$ cat config.mk
export PLATFORM = sky130hd
export DESIGN_NAME = tid_retire_tracker
export DESIGN_NICKNAME = d
export VERILOG_FILES = /design/src/rtl/tid_retire_tracker.sv
export SDC_FILE = /design/constraint.sdc
export NUM_CORES = 1
export LEC_CHECK = 0
export BUFFER_PORTS_ARGS = -buffer_cell sky130_fd_sc_hd__buf_2
export CELL_PAD_IN_SITES_DETAIL_PLACEMENT = 0
export CELL_PAD_IN_SITES_GLOBAL_PLACEMENT = 2
export CORE_ASPECT_RATIO = 1.4
export CORE_UTILIZATION = 30
export CTS_BUF_LIST = sky130_fd_sc_hd__clkbuf_2
export CTS_CLUSTER_SIZE = 14
export DETAILED_ROUTE_END_ITERATION = 16
export PLACE_DENSITY = 0.74
export SLEW_MARGIN = 20
export SYNTH_ARGS = -nofsm -noshare
export SYNTH_HDL_FRONTEND = slang
export SYNTH_SLANG_ARGS = --single-unit
$ cat constraint.sdc
create_clock -name clk -period 2.4 [get_ports clk]
set_clock_uncertainty 0.05 [all_clocks]
set_input_delay 0.12 -clock clk [delete_from_list [all_inputs] [get_ports clk]]
set_output_delay 0.12 -clock clk [all_outputs]
set_load 0.01 [all_outputs]
$ cat src/rtl/tid_retire_tracker.sv
// Thread-retirement tracker for one thread block.
// The tracker latches the highest TID of the block and counts retiring threads.
// It raises all_retired once TIDs 0..lim have all retired, and flags two cases:
// a TID beyond lim (range_err), and a TID that has already retired (dup_err).
// Optional feature macro: TID_RETIRE_DUP_CHECK_EN.
//   When defined, a retire bitmap tracks each TID and duplicates are rejected.
//   When undefined, there is no bitmap, dup_err stays 0, and every in-range
//   retirement is counted.
module tid_retire_tracker #(
  parameter int unsigned TOTAL_TID = 512,
  localparam int unsigned W = $clog2(TOTAL_TID + 1)
) (
  input  logic         clk,
  input  logic         rst_n,
  input  logic         enable,
  input  logic         clr,
  input  logic [W-1:0] max_tid,
  input  logic         ret_valid,
  input  logic [W-1:0] ret_tid,
  output logic         ret_ready,
  output logic [W:0]   retired_cnt,
  output logic         all_retired,
  output logic         range_err,
  output logic         dup_err,
  output logic         busy
);

  // Highest TID the bitmap can hold; anything above it is also treated as out of range.
  localparam logic [W:0] LastTid = (W+1)'(TOTAL_TID);

  typedef enum logic [1:0] {StIdle, StCollect, StDone} state_e;

  state_e       r_state;
  logic [W-1:0] r_lim;
  logic [W:0]   r_cnt;
  logic         r_all_retired;
  logic         r_range_err;

  logic w_take;
  logic w_range;
  logic w_dup;
  logic w_count;

  assign w_take  = ret_valid && (r_state == StCollect);
  assign w_range = (ret_tid > r_lim) || ({1'b0, ret_tid} > LastTid);
  assign w_count = w_take && !w_range && !w_dup;

`ifdef TID_RETIRE_DUP_CHECK_EN
  logic [TOTAL_TID:0] r_bitmap;
  logic               r_dup_err;

  // The bitmap is only read when the TID is in range, so the index never exceeds TOTAL_TID.
  assign w_dup   = r_bitmap[ret_tid];
  assign dup_err = r_dup_err;

  // Retire bitmap and sticky duplicate flag
  always_ff @(posedge clk or negedge rst_n) begin
    if (!rst_n) begin
      r_bitmap  <= '0;
      r_dup_err <= 1'b0;
    end else if (clr) begin
      r_bitmap  <= '0;
      r_dup_err <= 1'b0;
    end else if (w_take && !w_range) begin
      if (w_dup) begin
        r_dup_err <= 1'b1;
      end else begin
        r_bitmap[ret_tid] <= 1'b1;
      end
    end
  end
`else
  assign w_dup   = 1'b0;
  assign dup_err = 1'b0;
`endif

  // Block FSM with latched limit, retirement counter and sticky range flag
  always_ff @(posedge clk or negedge rst_n) begin
    if (!rst_n) begin
      r_state       <= StIdle;
      r_lim         <= '0;
      r_cnt         <= '0;
      r_all_retired <= 1'b0;
      r_range_err   <= 1'b0;
    end else if (clr) begin
      r_state       <= StIdle;
      r_cnt         <= '0;
      r_all_retired <= 1'b0;
      r_range_err   <= 1'b0;
    end else begin
      unique case (r_state)
        StIdle: begin
          if (enable) begin
            r_lim   <= max_tid;
            r_state <= StCollect;
          end
        end
        StCollect: begin
          if (w_take && w_range) begin
            r_range_err <= 1'b1;
          end
          if (w_count) begin
            r_cnt <= r_cnt + {{W{1'b0}}, 1'b1};
            // This retirement brings the count to lim+1.
            if (r_cnt == {1'b0, r_lim}) begin
              r_state       <= StDone;
              r_all_retired <= 1'b1;
            end
          end
        end
        StDone: begin
          r_state <= StDone;
        end
        default: begin
          r_state <= StIdle;
        end
      endcase
    end
  end

  assign ret_ready   = (r_state == StCollect);
  assign busy        = (r_state == StCollect);
  assign retired_cnt = r_cnt;
  assign all_retired = r_all_retired;
  assign range_err   = r_range_err;

endmodule

Word-level counts from Yosys, hierarchy flattened. Index checks and enable logic that the tools add are counted.

$add $sub $neg: 1. Magnitude comparators: 2. Equal/unequal tests: 6. Muxes and demuxes: 15. Bitwise gates (word level): 1. Reductions and logical operators: 15.

Operators by type and width (count): 11-bit 2-to-1 mux (3); 11-bit by 1-bit adder with 11-bit output (second input constant) (1); 11-bit by 10-bit equality test with 1-bit output (1); 10-bit > comparator (1); 10-bit > comparator (second input constant) (1); 3-bit AND reduction (3); 2-bit 2-to-1 mux (4); 2-bit nonzero test (4); 1-bit 2-to-1 mux (7); 3-bit by 2-bit inequality test with 1-bit output (second input constant) (2); 2-bit one-hot mux with 3 select lines (1); 2-bit AND reduction (2); 1-bit logical AND (3); 3-bit inequality test (second input constant) (1); 2-bit by 1-bit equality test with 1-bit output (second input constant) (1); 2-bit equality test (second input constant) (1); 2-bit zero test (1); 1-bit zero test (1); 1-bit logical OR (1); 1-bit NOT (1).

Bits in registers: 25. Input bits: 25. Output and inout port bits: 16. Word-level logic and storage cells: 45.

Logic depth before layout (Yosys ltp). Gate-level depths: netlist of run 1.

Word-level depth: 7. Depth in mapped cells: 9. Gate-level depth less buffers: 8.

Worst setup path before layout of run 1. No wires, ideal clock.

Kind: register to register. From: register r_lim[3]. To: register r_cnt[9] (netlist: retired_cnt[9]). Setup time: 0.078 ns. Data arrival time: 2.227 ns. Data required time: 2.272 ns. Path slack: 0.045 ns. Cell stages (with the launch flop): 9. Path buffers: 0. Clock period less this slack: 2.355 ns. Path through: dfrtp_1 inv_1 ha_1 a21o_1 a21o_1 a2111oi_4 o21ai_2 or4_1 a21oi_1.

Word-level cells in the longest chain between the ends: 6.

Ends and longest elaborated chain: start: declaration (RTL line 34) `logic [W-1:0] r_lim;`; start signal: assignment (RTL line 94) `r_lim <= max_tid;`; 10-bit > comparator (RTL line 45) `assign w_range = (ret_tid > r_lim) || ({1'b0, ret_tid} > LastTid);`; 1-bit logical OR (RTL line 45); 1-bit zero test (RTL line 46) `assign w_count = w_take && !w_range && !w_dup;`; 1-bit logical AND (RTL line 46); 2-bit nonzero test (no source line); 2-bit AND reduction (no source line); end signal: assignment (RTL line 103) `r_cnt <= r_cnt + {{W{1'b0}}, 1'b1};`; end: declaration (RTL line 35) `logic [W:0] r_cnt;`.

No other way between the ends. A chain may end at the register's enable or synchronous reset.

Worst setup path in the final report of run 1.
From: register r_lim[3]. To: register r_cnt[10] (netlist: retired_cnt[10]).

The elaborated chain is that of the path after synthesis.

==> results of run 1 <==
## layer usage
| metal | GRT usage, % | part of all wire (%) |
|---|---|---|
| met1 | 18.4 | 43 |
| met2 | 29.0 | 54 |
| met3 | 1.66 | 2.5 |
| met4 | 4.24 | 1.1 |
| met5 | 0 | 0 |
## power groups by stage
| stage | registers, mW | clock network (mW) | logic (mW) |
|---|---|---|---|
| finish | 0.592 | 0.172 | 1.05 |
| global route | 0.606 | 0.198 | 1.15 |
| CTS | 0.595 | 0.182 | 1.03 |
| detailed placement | 0.602 | 0 | 0.966 |
| global placement | 0.598 | 0 | 0.923 |
| floorplan | 0.612 | 0 | 0.585 |
## placed cells by master (no fill, tap or decap), drive strengths merged, types with 2 or more instances in the layout
cell type	n
o31ai	5
inv	17
dfrtp	25
o21ai	5
a21oi	8
clkbuf	4
o2111ai	2
a31oi	2
buf	60
o211ai	2
xor2	7
a21o	2
or4	6
nor2	9
xnor2	7
nor3	2
nand2	7
mux2	10
nand4	3
nand2b	8
nand3	6
dlygate4sd3	12
mux2i	3
ha	14
## state kept, by name, summed over array words and instances, names as in the netlist
name and count:
all_retired 1, retired_cnt 11, r_state 2, range_err 1, r_lim 10
## cell families (layout without fill, tap and decap cells)
| group | Yosys count | in the layout | synth area share, % |
|---|---|---|---|
| AO/OA/AOI/OAI | 29 | 29 | 13.6 |
| XOR/XNOR | 14 | 14 | 7.48 |
| adder cells (fa/ha/maj) | 14 | 14 | 10.7 |
| buffers and inverters | 23 | 93 | 6.18 |
| flip-flops | 25 | 25 | 38.1 |
| multiplexers | 13 | 13 | 8.70 |
| other | 1 | 1 | 0.229 |
| AND/OR/NAND/NOR | 46 | 46 | 15.0 |
## worst min path at each step
stage,start,to,slack [ns],depth (start not counted)
2_1_floorplan,rst_n,all_retired,-0.23,0
3_5_place_dp,rst_n,retired_cnt[1],0.11,1
6_report,clr,range_err,0.07,2
5_1_grt,clr,retired_cnt[4],0.06,2
3_3_place_gp,rst_n,retired_cnt[1],0.1,1
4_1_cts,clr,range_err,0.05,2
## area by class of cell
class                      instances  share of cell area [%]
clock buffer                       4                   0.891
tap                               66                    3.67
multi-input combinational        117                    43.5
timing repair buffer              72                    21.2
sequential                        25                    27.8
inverter                          17                    2.84
## stage by stage
stage / setup WS, ns / hold slack, ns / cells
after global routing: -0.0281 / 0.0639 / 301
after global placement: -0.00335 / 0.0993 / 282
after CTS: 0.00247 / 0.0478 / 299
final: 0.0613 / 0.0680 / 301
after floorplan: 0.0447 / -0.226 / 165
after detailed placement: -0.0623 / 0.106 / 282
## worst max-delay path, delay by kind of cell, from the launching register on
family | cells | cell delay, ns
fa+ha+maj | 1 | 0.19
compound gates | 5 | 0.96
buf+inv | 1 | 0.07
flops | 1 | 0.45
simple gates | 1 | 0.56
## timing repair
item,CTS,global route
pin swaps,8,6
setup endpoints to repair,8,8
buffers inserted,2,2
hold buffers,12,0
resized for setup,8,8
hold endpoints to repair,36,0
==> impl_table.tex, run 1 <==
\begin{tabular}{lr}
\hline
Metric & Value \\
\hline
\multicolumn{2}{l}{\textbf{Outcome}} \\
\quad Status & complete, no violations \\
\multicolumn{2}{l}{\textbf{Route}} \\
\quad Via density & around 4.8 \\
\quad Detailed Routing Iterations Pass 1 & 4 \\
\quad Detailed-route via count & around 1500 \\
\quad Final WL & $\sim$4.3 mm \\
\quad Routed length per instance & 14.1 um \\
\quad Number of design-rule violations left by the first detailed-router iteration & 18 \\
\quad Remaining number of nets flagged by the antenna check after routing & 0 \\
\quad Number of remaining DRC errors & 0 \\
\multicolumn{2}{l}{\textbf{Clocking}} \\
\quad Buffers from clock root to sink, at most & 2 \\
\quad Clk root buf & sky130\_fd\_sc\_hd\_\_clkbuf\_2 \\
\quad Number of clock sinks & 25 \\
\quad Clock tree from TritonCTS & done \\
\quad CTS buffer count & 3 \\
\quad Clock latency reported for the late side of the worst-skew pair & between 0.3 and 0.4 ns \\
\quad Clock-pin slew on the worst setup and hold paths & around 0.25 ns \\
\quad H-tree lvl count & 1 \\
\multicolumn{2}{l}{\textbf{Worst setup path}} \\
\quad Cell depth of the worst flop-to-flop path & 8 \\
\quad CP peak stage delay & between 0.5 and 0.6 ns \\
\quad Type of element capturing the critical path & register \\
\quad Launch point of the worst reg-to-reg path & r\_lim[3] \\
\quad Biggest fanout along the worst timing path & 6 \\
\quad CP dominant cell by count & sky130\_fd\_sc\_hd\_\_a21o\_1 \\
\quad Setup slack on the worst flop-to-flop path & 0.06 ns \\
\quad Critical Setup Path Class & register to register \\
\quad Startpoint of the worst setup timing path & r\_lim[3] \\
\quad Worst endpoint required time & roughly 2.6 ns \\
\quad Timing endpoint of the critical path & retired\_cnt[10] \\
\quad Crit path cell chain & inv\_2 -> ha\_4 -> a21o\_1 -> a21o\_1 -> a2111oi\_4 -> o21ai\_4 -> or4\_4 -> a21oi\_2 \\
\quad Master of the slowest instance on the critical path & sky130\_fd\_sc\_hd\_\_or4\_4 \\
\quad Terminus of the critical flop-to-flop path & retired\_cnt[10] \\
\quad Data arrival at the endpoint of the critical path & around 2.6 ns \\
\quad Startpoint type of the worst setup path & register \\
\multicolumn{2}{l}{\textbf{STA}} \\
\quad Least-Margin Pin Slew & approximately 0.59 ns \\
\quad Setup TNS & 0 ns \\
\quad Setup repair after global routing missed its margin & true \\
\quad Slew HR & 60.9\% \\
\quad Final worst-path cycle share & approximately 100\% \\
\quad Count of final hold-check violations & 0 \\
\quad Final-report max-slew violation count & 0 \\
\quad F\_max & about 430 MHz \\
\quad Setup violators final & 0 \\
\quad Final worst path period need & 2.34 ns \\
\multicolumn{2}{l}{\textbf{Final layout}} \\
\quad Util after Layout & a little over two fifths \\
\quad Area overhead of the layout relative to synthesis & 37.0\% \\
\quad Diode count & 0 \\
\quad Final \#Nets & between 200 and 300 \\
\quad Area of the multi-input gates & about 1000 um\^{}2 \\
\quad Post-Layout Inst Area & 2250 um\^{}2 \\
\quad Seq. cell area & about 630 um\^{}2 \\
\quad Fillers & roughly 530 \\
\quad Share of post-route cells with drive strength above 1 & between 30\% and 40\% \\
\multicolumn{2}{l}{\textbf{Die}} \\
\quad I/O pin count & roughly 40 \\
\quad Die Y-Extent & 89.5 um \\
\quad Placement row count & 31 \\
\quad Placeable core region & 5240 um\^{}2 \\
\quad Total Die Area & a little under 6000 um\^{}2 \\
\quad Starting Density & 31.3\% \\
\quad Die X-Extent & roughly 64 um \\
\multicolumn{2}{l}{\textbf{Yosys}} \\
\quad Share of flip-flops with an asynchronous set or reset & 100\% \\
\quad Fraction of post-synthesis cell area in the top cell type by area & 38.1\% \\
\quad Most used DFF post-synth & sky130\_fd\_sc\_hd\_\_dfrtp\_1 \\
\quad Top post-synthesis cells by area & sky130\_fd\_sc\_hd\_\_dfrtp\_1 38\%, sky130\_fd\_sc\_hd\_\_ha\_1 11\%, sky130\_fd\_sc\_hd\_\_mux2\_2 6.9\% \\
\quad Post-synthesis net count & 204 \\
\quad Number of standard cells after synthesis & 165 \\
\quad Netlist Area Pre-Place & roughly 1600 um\^{}2 \\
\quad EDFF count, synth & 0 \\
\quad Biggest area consumer among synthesized cells & sky130\_fd\_sc\_hd\_\_dfrtp\_1 \\
\quad Most instantiated library cell after synthesis & sky130\_fd\_sc\_hd\_\_dfrtp\_1 \\
\quad Flip-flop and latch count after synthesis & 25 \\
\quad Cell variety after synth & 36 \\
\quad Synth warnings & 0 \\
\quad Register area share after synthesis & 38.1\% \\
\quad Leading cell types by count after synthesis & 25 x sky130\_fd\_sc\_hd\_\_dfrtp\_1, 17 x sky130\_fd\_sc\_hd\_\_inv\_1, 14 x sky130\_fd\_sc\_hd\_\_ha\_1, 10 x sky130\_fd\_sc\_hd\_\_mux2\_2, 9 x sky130\_fd\_sc\_hd\_\_nor2\_1 \\
\quad Syn Area/Cell & roughly 9.9 um\^{}2 \\
\multicolumn{2}{l}{\textbf{Power and ir drop}} \\
\quad Power Density & 805 nW/um\^{}2 \\
\quad Total Power & around 1.8 mW \\
\quad Switching share of total power & 38.2\% \\
\quad Power share of the sequential group & between 30\% and 40\% \\
\quad Power share of the clock group & 9.5\% \\
\quad Share of total power in combinational logic & about 58\% \\
\quad Worst vdd ir & between 150 and 200 uV \\
\quad Switching power of the nets & slightly below 0.7 mW \\
\quad P\_int & between 1 and 1.5 mW \\
\quad Static power due to leakage & approximately 1.1 nW \\
\multicolumn{2}{l}{\textbf{GRT}} \\
\quad Total congestion overflow after global routing & 0 \\
\quad Global-route wire length before repair & around 6.8 mm \\
\quad Number of antenna violations at the first check in global routing & 0 \\
\quad Overall global routing resource usage & between 15 and 20\% \\
\quad Vias in the first global route & around 1500 \\
\quad Largest net degree at the start of global routing & 26 \\
\multicolumn{2}{l}{\textbf{Run}} \\
\quad Number of violations of the max-capacitance limit & 0 \\
\multicolumn{2}{l}{\textbf{Hold path}} \\
\quad Worst min-delay path class & input port to register \\
\multicolumn{2}{l}{\textbf{Placed design}} \\
\quad Port Buffers & 39 \\
\quad Final weighted congestion in routability-driven placement & 0.822 \\
\quad HPWL Detailed & 3.24 mm \\
\quad Cell area after placement & about 2000 um\^{}2 \\
\hline
\end{tabular}
Power figures use the tool's default switching activity.
==> inputs of run 2 (changes only) <==
- BUFFER_PORTS_ARGS: -buffer_cell sky130_fd_sc_hd__buf_2 -> -buffer_cell sky130_fd_sc_hd__buf_4
- CAP_MARGIN: default -> 20
==> run 2 against run 1 <==
Net effect:
- global-route usage barely moved
- flip-flop and latch count did not move
- clock-buffer cell count fell by 1
- die area did not move
- register-to-register slack barely moved
- first-iteration DRC count rose by 50%
- critical path type unchanged
- critical endpoint unchanged
- largest power group unchanged
- highest routed layer unchanged
==> impl_table.tex, run 2 (same netlist as run 1, synthesis figures left out) <==
\begin{tabular}{lr}
\hline
Metric & Value \\
\hline
\multicolumn{2}{l}{\textbf{Route}} \\
\quad Detailed Routing Iterations Pass 1 & 4 (unchanged) \\
\quad Via density & 4.87 (+0.58\%) \\
\quad Final WL & 4.23 mm (-0.47\%) \\
\quad Remaining number of nets flagged by the antenna check after routing & 0 (unchanged) \\
\quad Detailed-route via count & 1479 (+1.6\%) \\
\quad Number of remaining DRC errors & 0 (unchanged) \\
\quad Routed length per instance & 13.9 um (-1.5\%) \\
\quad Number of design-rule violations left by the first detailed-router iteration & 27 (+9) \\
\multicolumn{2}{l}{\textbf{Clocking}} \\
\quad Buffers from clock root to sink, at most & 2 (unchanged) \\
\quad CTS buffer count & 3 (unchanged) \\
\quad Clock tree from TritonCTS & done \\
\quad H-tree lvl count & 1 (unchanged) \\
\quad Clock-pin slew on the worst setup and hold paths & 0.27 ns (+0.02 ns) \\
\quad Number of clock sinks & 25 (unchanged) \\
\quad Clock latency reported for the late side of the worst-skew pair & 0.36 ns (about the same) \\
\quad Clk root buf & sky130\_fd\_sc\_hd\_\_clkbuf\_2 \\
\multicolumn{2}{l}{\textbf{STA}} \\
\quad Post-layout worst setup margin & 0.0467 ns (-0.0145 ns) \\
\quad Slew HR & 65.3\% (+4.5 points) \\
\quad Least-Margin Pin Slew & 0.519 ns (-0.0687 ns) \\
\quad Final worst path period need & 2.35 ns (+0.0145 ns) \\
\quad Final worst-path cycle share & 98.1\% (+0.60 points) \\
\quad F\_max & 425 MHz (-0.62\%) \\
\quad Final-report max-slew violation count & 0 (unchanged) \\
\quad Count of final hold-check violations & 0 (unchanged) \\
\quad Setup violators final & 0 (unchanged) \\
\quad Setup repair after global routing missed its margin & true \\
\multicolumn{2}{l}{\textbf{GRT}} \\
\quad Global-route wire length before repair & 6.81 mm (+0.41\%) \\
\quad Global-route layer with the greatest usage & met2 \\
\quad Largest net degree at the start of global routing & 26 (unchanged) \\
\quad Overall global routing resource usage & 15.4\% (about the same) \\
\quad Met3 Usage GRT & 1.15\% (-0.51 points) \\
\quad Global routing met1 resource utilization & 17.9\% (-0.52 points) \\
\quad Met2 track utilization from global routing & 29.9\% (+0.86 points) \\
\quad Total congestion overflow after global routing & 0 (unchanged) \\
\quad Number of antenna violations at the first check in global routing & 0 (unchanged) \\
\quad Vias in the first global route & 1500 (+1.5\%) \\
\multicolumn{2}{l}{\textbf{Die}} \\
\quad Placeable core region & 5240 um\^{}2 (unchanged) \\
\quad Placement row count & 31 (unchanged) \\
\quad Die Y-Extent & 89.5 um (unchanged) \\
\quad Total Die Area & 5770 um\^{}2 (unchanged) \\
\quad I/O pin count & 41 (unchanged) \\
\quad Starting Density & 31.3\% (unchanged) \\
\quad Die X-Extent & 64.5 um (unchanged) \\
\multicolumn{2}{l}{\textbf{Worst setup path}} \\
\quad Biggest fanout along the worst timing path & 5 (-1) \\
\quad Startpoint type of the worst setup path & register \\
\quad Worst endpoint required time & 2.66 ns (+0.02 ns) \\
\quad Data arrival at the endpoint of the critical path & 2.61 ns (+0.03 ns) \\
\quad Type of element capturing the critical path & register \\
\quad Critical Setup Path Class & register to register \\
\multicolumn{2}{l}{\textbf{Final layout}} \\
\quad Diode count & 0 (unchanged) \\
\quad Final \#Nets & 278 (+1.1\%) \\
\quad Share of post-route cells with drive strength above 1 & 37.4\% (+0.37 points) \\
\quad Number of flip-flops under the largest register name & 11 (unchanged) \\
\quad Area overhead of the layout relative to synthesis & 44.4\% \\
\quad Commonest non-fill, non-tap cells in the layout & 60 x sky130\_fd\_sc\_hd\_\_buf\_4, 25 x sky130\_fd\_sc\_hd\_\_dfrtp\_1, 16 x sky130\_fd\_sc\_hd\_\_inv\_1, 13 x sky130\_fd\_sc\_hd\_\_dlygate4sd3\_1, 12 x sky130\_fd\_sc\_hd\_\_ha\_1 \\
\quad Commonest non-fill, non-tap cell in the layout & sky130\_fd\_sc\_hd\_\_buf\_4 \\
\quad Util after Layout & 45.2\% (+2.3 points) \\
\multicolumn{2}{l}{\textbf{Placed design}} \\
\quad Port Buffers & 39 (unchanged) \\
\quad Setup WS pre-CTS & -0.0628 ns (-0.000558 ns) \\
\quad HPWL Detailed & 3.24 mm (-0.18\%) \\
\quad Final weighted congestion in routability-driven placement & 0.820 (-0.22\%) \\
\multicolumn{2}{l}{\textbf{Power and ir drop}} \\
\quad Worst vdd ir & 218 uV (+9.7\%) \\
\quad Static power due to leakage & 1.10 nW (+2.7\%) \\
\quad Power Density & 796 nW/um\^{}2 (-1.1\%) \\
\multicolumn{2}{l}{\textbf{Hold path}} \\
\quad Worst min-delay path class & input port to async pin \\
\multicolumn{2}{l}{\textbf{Outcome}} \\
\quad Status & complete, no violations \\
\multicolumn{2}{l}{\textbf{Run}} \\
\quad Number of violations of the max-capacitance limit & 0 (unchanged) \\
\hline
\end{tabular}
-- run 2: cell count changes in the layout (fill, tap and decap cells not counted), sizes merged --
cell         previous run  this run
clkinv                  0         1
buf                    60        61
dlygate4sd3            12        13
o21ai                   5         6
clkbuf                  4         3
-- run 2: layout make-up --
| type | instances | area [um^2] |
|---|---|---|
| flip-flops and latches | 25 | 626 |
| repair buffers | 74 | 592 |
| clock inverters | 1 | 5.00 |
| fillers | 524 | 2870 |
| multi-input cells | 118 | 985 |
| inverters | 17 | 63.8 |
| well taps | 66 | 82.6 |
| clock buffers | 3 | 15.0 |
-- run 2: worst max-delay path, cell delays in order, from the launching register on --
cell	delay, ns
sky130_fd_sc_hd__dfrtp_1	0.45
sky130_fd_sc_hd__inv_2	0.07
sky130_fd_sc_hd__ha_4	0.19
sky130_fd_sc_hd__a21o_1	0.17
sky130_fd_sc_hd__a21o_1	0.18
sky130_fd_sc_hd__a2111oi_4	0.28
sky130_fd_sc_hd__buf_4	0.20
sky130_fd_sc_hd__o21ai_4	0.09
sky130_fd_sc_hd__or4_4	0.50
sky130_fd_sc_hd__a21oi_2	0.13
-- run 2: path summary, 6_finish.rpt --
path                       startpoint              end  slack [ns]  depth (start not counted)
min                             rst_n   retired_cnt[2]        0.11                          2
max in group asynchronous       rst_n         r_lim[9]        1.93                          2
min reg2reg                 range_err        range_err        0.49                          2
min in group clk               enable       r_state[0]        0.14                          5
max                          r_lim[3]  retired_cnt[10]        0.05                          9
max reg2reg                  r_lim[3]  retired_cnt[10]        0.05                          9
-- run 2: layer usage --
layer  wire length (um)  up-vias
li1                   -      733
met1               1810      716
met2               2280       28
met3                118        2
met4                 27        0
met5                  0        -
-- run 2: through the flow --
stage	power, mW	instance area [um^2]	instances	setup TNS, ns	hold slack [ns]
2_1_floorplan	1.20	1640	165	0	-0.226
3_3_place_gp	1.53	2110	281	0	-0.00755
3_5_place_dp	1.56	2110	281	-0.187	0.00360
4_1_cts	1.85	2310	301	0	0.112
5_1_grt	2.05	2370	304	-0.167	0.106
6_report	1.89	2370	304	0	0.111
-- run 2: power breakdown --
group	leakage, nW	switching (mW)	internal, mW
Clock	0.0164	0.138	0.0378
Sequential	0.325	0.0672	0.526
Combinational	0.758	0.517	0.599
-- run 2: repair_timing --
item / in CTS / in global routing
setup buffers: 2 / 3
pin swaps: 10 / 6
endpoints found under the hold margin: 47 / 0
hold buffers: 13 / 0
gates resized for setup: 7 / 6
cloned: 1 / 0
endpoints found under the setup margin: 7 / 10
==> inputs of run 3 (changes only) <==
- CTS_BUF_LIST: sky130_fd_sc_hd__clkbuf_2 -> sky130_fd_sc_hd__clkbuf_4
- SETUP_SLACK_MARGIN: default -> 0.02
==> run 3 against run 2 <==
Net effect:
- combinational power about the same
- highest routed layer unchanged
- core utilization increased by 1.0 points
- sequential share of layout area decreased by 0.59 points
- design area increased by 2.3%
- clock-buffer cell count unchanged
- die area unchanged
- sequential power about the same
- setup slack got worse by 0.040 ns
==> impl_table.tex, run 3 (same netlist as run 1, synthesis figures left out) <==
\begin{tabular}{lr}
\hline
Metric & Value \\
\hline
\multicolumn{2}{l}{\textbf{Final layout}} \\
\quad Post-layout instance count excluding filler cells & 305 (+0.33\%) \\
\quad Number of flip-flops under the largest register name & 11 (unchanged) \\
\quad Commonest non-fill, non-tap cells in the layout & 64 x sky130\_fd\_sc\_hd\_\_buf\_4, 25 x sky130\_fd\_sc\_hd\_\_dfrtp\_1, 16 x sky130\_fd\_sc\_hd\_\_inv\_1, 11 x sky130\_fd\_sc\_hd\_\_ha\_1, 11 x sky130\_fd\_sc\_hd\_\_dlygate4sd3\_1 \\
\quad Fillers & 524 (unchanged) \\
\quad Share of post-route cells with drive strength above 1 & 41.4\% (+4.0 points) \\
\quad Commonest non-fill, non-tap cell in the layout & sky130\_fd\_sc\_hd\_\_buf\_4 \\
\quad Util after Layout & 46.3\% (+1.0 points) \\
\quad Final \#Nets & 279 (+0.36\%) \\
\quad Area overhead of the layout relative to synthesis & 47.7\% \\
\quad Diode count & 0 (unchanged) \\
\multicolumn{2}{l}{\textbf{Route}} \\
\quad Number of remaining DRC errors & 0 (unchanged) \\
\quad Via density & 4.91 (+0.89\%) \\
\quad Detailed Routing Iterations Pass 1 & 6 (+2) \\
\quad Routed length per instance & 14.2 um (+1.6\%) \\
\quad Remaining number of nets flagged by the antenna check after routing & 0 (unchanged) \\
\quad Number of design-rule violations left by the first detailed-router iteration & 28 (+3.7\%) \\
\quad Final WL & 4.32 mm (+1.9\%) \\
\quad Detailed-route via count & 1497 (+1.2\%) \\
\multicolumn{2}{l}{\textbf{Clocking}} \\
\quad CTS buffer count & 3 (unchanged) \\
\quad H-tree lvl count & 1 (unchanged) \\
\quad Number of clock sinks & 25 (unchanged) \\
\quad Clock tree from TritonCTS & done \\
\quad Clock-pin slew on the worst setup and hold paths & 0.16 ns (-0.11 ns) \\
\quad Buffers from clock root to sink, at most & 2 (unchanged) \\
\quad Clk root buf & sky130\_fd\_sc\_hd\_\_clkbuf\_4 \\
\quad Clock latency reported for the late side of the worst-skew pair & 0.33 ns (-0.03 ns) \\
\multicolumn{2}{l}{\textbf{Hold path}} \\
\quad Worst min-delay path class & input port to register \\
\quad Endpoint, Worst Hold & range\_err \\
\quad Worst Hold Launch & ret\_valid \\
\quad Hold depth & 3 \\
\multicolumn{2}{l}{\textbf{GRT}} \\
\quad Number of antenna violations at the first check in global routing & 0 (unchanged) \\
\quad Global routing met1 resource utilization & 17.7\% (-0.16 points) \\
\quad Global-route layer with the greatest usage & met2 \\
\quad Global-route wire length before repair & 6.82 mm (+0.21\%) \\
\quad Vias in the first global route & 1495 (-0.33\%) \\
\quad Met2 track utilization from global routing & 30.5\% (+0.67 points) \\
\quad Largest net degree at the start of global routing & 26 (unchanged) \\
\quad Total congestion overflow after global routing & 0 (unchanged) \\
\quad Overall global routing resource usage & 15.6\% (+0.16 points) \\
\quad Met3 Usage GRT & 1.15\% (unchanged) \\
\multicolumn{2}{l}{\textbf{Worst setup path}} \\
\quad Biggest fanout along the worst timing path & 6 (+1) \\
\quad Terminus of the critical flop-to-flop path & retired\_cnt[10] \\
\quad Data arrival at the endpoint of the critical path & 2.57 ns (-0.04 ns) \\
\quad Cell depth of the worst flop-to-flop path & 10 (+1) \\
\quad Critical Setup Path Class & register to register \\
\quad Setup slack on the worst flop-to-flop path & 0.006 ns (-0.04 ns) \\
\quad Worst endpoint required time & 2.57 ns (-0.09 ns) \\
\quad Type of element capturing the critical path & register \\
\quad Startpoint type of the worst setup path & register \\
\quad Launch point of the worst reg-to-reg path & r\_lim[3] \\
\multicolumn{2}{l}{\textbf{STA}} \\
\quad F\_max & 418 MHz (-1.7\%) \\
\quad Count of final hold-check violations & 0 (unchanged) \\
\quad Final worst-path cycle share & 99.7\% (+1.7 points) \\
\quad Final worst path period need & 2.39 ns (+0.0403 ns) \\
\quad Setup violators final & 0 (unchanged) \\
\quad Final-report max-slew violation count & 0 (unchanged) \\
\quad Slew HR & 66.3\% (+0.96 points) \\
\quad Setup repair after global routing missed its margin & true \\
\quad Least-Margin Pin Slew & 0.504 ns (-0.0143 ns) \\
\multicolumn{2}{l}{\textbf{Die}} \\
\quad Total Die Area & 5770 um\^{}2 (unchanged) \\
\quad Die Y-Extent & 89.5 um (unchanged) \\
\quad I/O pin count & 41 (unchanged) \\
\quad Placeable core region & 5240 um\^{}2 (unchanged) \\
\quad Placement row count & 31 (unchanged) \\
\quad Starting Density & 31.3\% (unchanged) \\
\quad Die X-Extent & 64.5 um (unchanged) \\
\multicolumn{2}{l}{\textbf{Placed design}} \\
\quad Placed Instances & 281 (unchanged) \\
\quad Final weighted congestion in routability-driven placement & 0.820 (unchanged) \\
\quad HPWL Detailed & 3.24 mm (unchanged) \\
\quad Port Buffers & 39 (unchanged) \\
\multicolumn{2}{l}{\textbf{Power and ir drop}} \\
\quad Share of total power in combinational logic & 58.5\% (-0.7 points) \\
\quad Switching power of the nets & 0.722 mW (-0.19\%) \\
\quad Switching share of total power & 37.7\% (-0.68 points) \\
\quad Worst vdd ir & 263 uV (+21\%) \\
\quad Power Density & 791 nW/um\^{}2 (-0.63\%) \\
\quad Static power due to leakage & 1.11 nW (+1.3\%) \\
\quad Power share of the clock group & 10.6\% (+1.3 points) \\
\quad Power share of the sequential group & 30.9\% (-0.6 points) \\
\quad P\_int & 1.19 mW (+2.7\%) \\
\multicolumn{2}{l}{\textbf{Run}} \\
\quad Number of violations of the max-capacitance limit & 0 (unchanged) \\
\multicolumn{2}{l}{\textbf{Outcome}} \\
\quad Status & complete, no violations \\
\hline
\end{tabular}
## run 3: how the worst max path moves through the flow
| stage | start | to | slack (ns) | cells past startpoint |
|---|---|---|---|---|
| 5_1_grt | r_lim[4] | retired_cnt[10] | -0.11 | 10 |
| 6_report | r_lim[3] | retired_cnt[10] | 0.006 | 10 |
| 3_5_place_dp | r_lim[3] | retired_cnt[9] | -0.06 | 8 |
| 2_1_floorplan | r_lim[3] | retired_cnt[9] | 0.04 | 8 |
| 4_1_cts | r_lim[3] | retired_cnt[10] | -0.02 | 9 |
| 3_3_place_gp | r_lim[3] | retired_cnt[5] | 0.01 | 8 |
## run 3: what timing repair did
action	CTS	global route
endpoints found under the hold margin	35	0
pin swaps	5	10
endpoints found under the setup margin	7	9
gates resized for setup	8	14
setup buffers	5	4
hold buffers	11	0
## run 3: power groups by stage
stage | registers [mW] | logic [mW] | clock network (mW)
after floorplan | 0.612 | 0.585 | 0
after global placement | 0.601 | 0.929 | 0
after detailed placement | 0.607 | 0.956 | 0
after CTS | 0.593 | 1.06 | 0.208
after global routing | 0.604 | 1.25 | 0.226
final | 0.592 | 1.12 | 0.203
## run 3: metrics by stage
stage	hold slack [ns]	setup slack (ns)	setup TNS (ns)	instance area (um^2)	power (mW)
after floorplan	-0.226	0.0447	0	1640	1.20
after global placement	-0.00755	0.0115	0	2110	1.53
after detailed placement	0.00360	-0.0628	-0.187	2110	1.56
after CTS	0.00779	-0.0160	-0.0160	2310	1.86
after global routing	0.0157	-0.106	-0.271	2420	2.08
final	0.00462	0.00640	0	2420	1.92
## run 3: cell type report
cell class | count | area, um^2 | share of cell area [%]
multi-input combinational | 117 | 1020 | 42.1
tap | 66 | 82.6 | 3.41
clock buffer | 3 | 22.5 | 0.930
timing repair buffer | 76 | 602 | 24.8
sequential | 25 | 626 | 25.8
clock inverter | 1 | 5.00 | 0.207
inverter | 17 | 63.8 | 2.63
## run 3: critical path: stages (launching register included)
cell and delay (ns):
sky130_fd_sc_hd__dfrtp_1 0.42, sky130_fd_sc_hd__inv_2 0.07, sky130_fd_sc_hd__ha_4 0.19, sky130_fd_sc_hd__a21o_1 0.17, sky130_fd_sc_hd__a21o_1 0.18, sky130_fd_sc_hd__a2111oi_4 0.38, sky130_fd_sc_hd__o21ai_4 0.13, sky130_fd_sc_hd__buf_6 0.15
sky130_fd_sc_hd__buf_4 0.13, sky130_fd_sc_hd__o31ai_1 0.33, sky130_fd_sc_hd__a21oi_2 0.10
## run 3: routing by layer
metal / wire, um / share of wire [%] / vias up
met3: 147 / 3.4 / 4
li1: - / - / 733
met5: 0 / 0 / -
met4: 57 / 1.3 / 0
met2: 2340 / 54 / 31
met1: 1770 / 41 / 729
